<file path="src/rtl/cpu_regs_param.sv">
// Parametrised register file, program counter, flags and hardware return stack
// for the nic8-family CPU datapath. All outputs are registered.
module cpu_regs_param #(
   parameter int unsigned WIDTH   = 8,
   parameter int unsigned NREGS   = 4,
   parameter int unsigned RSDEPTH = 4
) (
   input  logic                             clk,
   input  logic                             resetB,
   input  logic [WIDTH-1:0]                 dbus,
   input  logic                             loadIR,
   input  logic                             loadReg,
   input  logic [$clog2(NREGS)-1:0]         loadSel,
   input  logic                             incPC,
   input  logic                             loadPC,
   input  logic [1:0]                       jumpCond,
   input  logic                             call,
   input  logic                             ret,
   input  logic                             assertE,
   input  logic                             carry,
   input  logic                             aluZero,
   output logic [WIDTH-1:0]                 ir,
   output logic [WIDTH-1:0]                 pc,
   output logic [NREGS*WIDTH-1:0]           regs,
   output logic                             flagCarry,
   output logic                             flagZero,
   output logic [$clog2(RSDEPTH+1)-1:0]     rsCount,
   output logic                             rsFault
);

   localparam int unsigned SELW = $clog2(NREGS);
   localparam int unsigned CNTW = $clog2(RSDEPTH + 1);
   localparam int unsigned IDXW = (RSDEPTH > 1) ? $clog2(RSDEPTH) : 1;
   localparam logic [CNTW-1:0] DEPTH_C = CNTW'(RSDEPTH);

   logic [WIDTH-1:0] reg_q [NREGS];
   logic [WIDTH-1:0] stack [RSDEPTH];

   logic [WIDTH-1:0] pc_inc;
   logic [WIDTH-1:0] pc_next;
   logic [CNTW-1:0]  cnt_next;
   logic             fault_next;
   logic             cond_ok;
   logic             jump_taken;
   logic             push;
   logic [IDXW-1:0]  push_idx;
   logic [IDXW-1:0]  pop_idx;

   assign pc_inc   = pc + WIDTH'(1);
   assign push_idx = IDXW'(rsCount);
   assign pop_idx  = IDXW'(rsCount - CNTW'(1));

   // Condition uses the flags as they stand before this edge.
   always_comb begin
      cond_ok = 1'b1;
      unique case (jumpCond)
         2'b00:   cond_ok = 1'b1;
         2'b01:   cond_ok = flagCarry;
         2'b10:   cond_ok = flagZero;
         2'b11:   cond_ok = ~flagCarry;
         default: cond_ok = 1'b1;
      endcase
   end

   assign jump_taken = loadPC & cond_ok;

   always_comb begin
      pc_next    = pc;
      cnt_next   = rsCount;
      fault_next = rsFault;
      push       = 1'b0;
      if (call && ret) begin
         fault_next = 1'b1;
      end else if (ret) begin
         if (rsCount != '0) begin
            pc_next  = stack[pop_idx];
            cnt_next = rsCount - CNTW'(1);
         end else begin
            fault_next = 1'b1;
         end
      end else if (call) begin
         pc_next = dbus;
         if (rsCount != DEPTH_C) begin
            push     = 1'b1;
            cnt_next = rsCount + CNTW'(1);
         end else begin
            fault_next = 1'b1;
         end
      end else if (jump_taken) begin
         pc_next = dbus;
      end else if (incPC) begin
         pc_next = pc_inc;
      end
   end

   always_ff @(posedge clk or negedge resetB) begin
      if (!resetB) begin
         ir        <= '0;
         pc        <= '0;
         flagCarry <= 1'b0;
         flagZero  <= 1'b0;
         rsCount   <= '0;
         rsFault   <= 1'b0;
      end else begin
         ir      <= loadIR ? dbus : '0;
         pc      <= pc_next;
         rsCount <= cnt_next;
         rsFault <= fault_next;
         if (assertE) begin
            flagCarry <= carry;
            flagZero  <= aluZero;
         end
      end
   end

   // Decoding by equality leaves out-of-range indices as silent no-ops.
   always_ff @(posedge clk or negedge resetB) begin
      if (!resetB) begin
         for (int unsigned i = 0; i < NREGS; i++) reg_q[i] <= '0;
      end else begin
         for (int unsigned i = 0; i < NREGS; i++) begin
            if (loadReg && (loadSel == SELW'(i))) reg_q[i] <= dbus;
         end
      end
   end

   always_ff @(posedge clk) begin
      if (push) stack[push_idx] <= pc_inc;
   end

   for (genvar g = 0; g < NREGS; g++) begin : g_regs
      assign regs[g*WIDTH +: WIDTH] = reg_q[g];
   end

endmodule

</file>
<file path="config.mk">
export PLATFORM = sky130hd
export DESIGN_NAME = cpu_regs_param
export DESIGN_NICKNAME = d
export VERILOG_FILES = /design/src/rtl/cpu_regs_param.sv
export SDC_FILE = /design/constraint.sdc
export NUM_CORES = 1
export LEC_CHECK = 0
export ABC_CLOCK_PERIOD_IN_PS = 3400
export CORE_MARGIN = 8
export CORE_UTILIZATION = 50
export DETAILED_ROUTE_END_ITERATION = 8
export GPL_TIMING_DRIVEN = 0
export PLACE_DENSITY_LB_ADDON = 0.08
export SETUP_SLACK_MARGIN = 0.4
export SYNTH_ARGS = -nofsm -noshare
export SYNTH_HDL_FRONTEND = slang
export SYNTH_SLANG_ARGS = --single-unit
</file>
<file path="constraint.sdc">
create_clock -name clk -period 3.4 [get_ports clk]
set_input_delay 0.34 -clock clk [delete_from_list [all_inputs] [get_ports clk]]
set_output_delay 0.34 -clock clk [all_outputs]
set_load 0.02 [all_outputs]
</file>
==> run_results.csv <==
group,metric,value,unit
synth,yosysTopAreaCellShare,0.371,
clock_network,cts_root_buf,"clkbuf_8",
timing,fin_crit_sh,0.760,
timing,max_clock_freq,387,MHz
final_layout,design_area,4720,sq um
synth,seq_area_frac_synth,0.635,
critical_path,critPathMaxStageDelay,0.42,ns
timing,hold_ws,0.421,ns
timing,setup_viol,0,
route,wirelength,7900,um
clock_network,clkLatencyLatePin,0.35,ns
grt,track_usage,0.166,
synth,avgSynthCellArea,14.7,sq um
grt,grt_pass1_vias,2517,
placed_design,place_hpwl,5800,um
synth,synth-seq-cells,86,
timing,finClkSkew,0.0112,ns
critical_path,cp_slowest_cell,"a21boi_2",
die,ios,77,
die,coreArea,7140,sq um
clock_network,cts_buffer_depth,2,
critical_path,crit_buf_inv,3,
final_layout,layout_commonest_cell,"clkdlybuf4s50_1",
grt,grt_max_degree,34,
die,die_area,10300,sq um
clock_network,post_cts_buffers,0,
route,route.detailed.drc,0,
timing,setup_ws,0.815,ns
clock_network,cts_tree,"built",
die,initial_core_util,0.510,
clock_network,clkSlewWorstSetupHoldPaths,0.08,ns
timing,relSlewSlack,0.544,
critical_path,critPathKind,"register to register",
synth,ys_warn_count,0,
critical_path,worstPathArrival,2.85,ns
hold_path,hp-class,"primary input to register",
die,die_x,101,um
route,ant_nets,0,
timing,rsz0062_at_grt,"no",
placed_design,globalplace.congestion,0.785,
placed_design,dpl_worst_slack,0.820,ns
run_status,status,"finished, final reports clean",
job,cap_violations,0,
critical_path,cp_top_family,"compound AO/OA/AOI/OAI gates",
final_layout,drive_gt1_frac,0.191,
placed_design,dpl_cell_area,4530,sq um
clock_network,cts_made_buffers,9,
synth,syn_inst,247,
critical_path,crit_chain,"buf_2 > inv_1 > ha_1 > nor2b_1 > o21ai_0 > a21boi_2 > buf_4 > nor2_1 > a31oi_1",
final_layout,nFillCells,568,
die,die_h,101,um
timing,tightest_slew,0.681,ns
power,cellPowerDensity,732,nW/um^2
final_layout,areaGrowthSynthToFinish,29.5,%
critical_path,worstPathMaxFanout,10,
route,vias,2283,
synth,synth_largest_area_cell,"dfrtp_1",
die,num_rows,31,
synth,synth.distinct_cells,35,
route,wire_per_inst,18.0,um
critical_path,start_kind,"register",
timing,drv_slew,0,
synth,syn_area,3640,sq um
clock_network,cts_max_level,3,
power,ir_worst_vdd,0.000345,V
final_layout,antenna_cells,0,
route,dr.pass1.iters,4,
route,drt_iter0_markers,86,
critical_path,critical_path_required,3.66,ns
placed_design,port_buffers,75,
critical_path,cp-end-kind,"register",
grt,grt_pass1_wl,12900,um
grt,overflow,0,
timing,finalHoldViolCount,0,
grt,antenna_found_initial,0,
power,leakage,0.00186,uW
final_layout,fin_nets,364,
synth,netlist_top_cells_area,"dfrtp_1 37%, edfxtp_1 26%, mux2_2 11%, mux4_2 4.9%, and2_1 2.2%",
timing,setup_tns,0,ns
clock_network,clock-sinks,86,
route,via_per_inst,5.20,
timing,period_minus_slack,2.59,ns
final_layout,mostFrequentLayoutCells,"74 x clkdlybuf4s50_1, 54 x dfrtp_1, 34 x mux2_2",
synth,synthesis.nets,276,
final timing paths:
check / from / endpoint / slack [ns] / cells after the start
setup / recovery: rsCount[0]$_DFFE_PN0P_ / pc[5]$_DFFE_PN0P_ / 0.81 / 9
hold / removal: call / rsCount[2]$_DFFE_PN0P_ / 0.42 / 2
setup reg to reg: rsCount[0]$_DFFE_PN0P_ / pc[5]$_DFFE_PN0P_ / 0.81 / 9
hold reg to reg: rsFault$_DFFE_PN0P_ / rsFault$_DFFE_PN0P_ / 0.49 / 2
max in group asynchronous: resetB / pc[5]$_DFFE_PN0P_ / 2.34 / 3
min in group asynchronous: resetB / regs[21]$_DFFE_PN0P_ / 0.49 / 2
area by class of cell:
class                           count  area (sq um)  area share
Buffer                              7          38.8     0.00822
Tap cell                           99           124      0.0263
Clock inverter                      5          35.0     0.00743
Sequential cell                    86          2310       0.490
Timing Repair Buffer               77           776       0.164
Multi-Input combinational cell    147          1260       0.268
Inverter                            7          26.3     0.00557
Clock buffer                       11           141      0.0300
through the flow:
step	utilization	power, uW	std cells
6_report	0.661	3450	439
5_1_grt	0.661	3660	439
4_1_cts	0.661	3490	439
3_5_place_dp	0.635	2850	422
3_3_place_gp	0.633	2820	421
2_1_floorplan	-	2300	247
cells by family after synthesis:
logic type	count (synthesis)	share of synthesized area
multiplexers	46	0.166
adder cells (fa/ha/maj)	6	0.0206
flip-flops	86	0.635
AND/OR/NAND/NOR	60	0.0835
buffers and inverters	14	0.0179
AO/OA/AOI/OAI	27	0.0584
XOR/XNOR	8	0.0192
registers in the layout, summed over array words and instances (netlist names):
name and flops:
flagCarry 1, flagZero 1, ir 8, pc 8
regs 32, rsCount 3, rsFault 1, stack 32
Yosys cell counts:
cell / n
o21a_1: 4
and3_1: 5
buf_1: 1
edfxtp_1: 32
a221oi_1: 1
nand2b_1: 1
clkbuf_1: 3
xnor2_1: 5
ha_1: 6
a31oi_1: 4
buf_6: 1
mux2_2: 34
nand3_1: 5
nor2_1: 13
nor2b_1: 2
a221oi_4: 1
o32ai_1: 1
nand2_1: 17
buf_2: 1
nand3b_1: 3
mux2i_1: 4
and2_1: 13
o21ai_0: 4
dfrtp_1: 54
a21boi_2: 1
buf_4: 1
a22o_1: 1
nor3b_2: 1
mux4_2: 8
a21oi_1: 2
o31ai_1: 1
a211o_1: 3
xor2_1: 3
inv_1: 7
o211ai_1: 4
routing by layer:
metal | routed length [um] | GRT usage
met1 | 3210 | 0.192
met2 | 3920 | 0.276
met3 | 690 | 0.0612
met4 | 80 | 0.0584
met5 | 0 | 0
where the power goes:
part	internal [uW]	switching, uW
Combinational	627	672
Clock	286	357
Sequential	1360	151
what timing repair did:
item | CTS | global route
hold buffers | 1 | 0
endpoints found under the hold margin | 21 | 0
gates resized for setup | 0 | 0
Power figures use the tool's default switching activity.
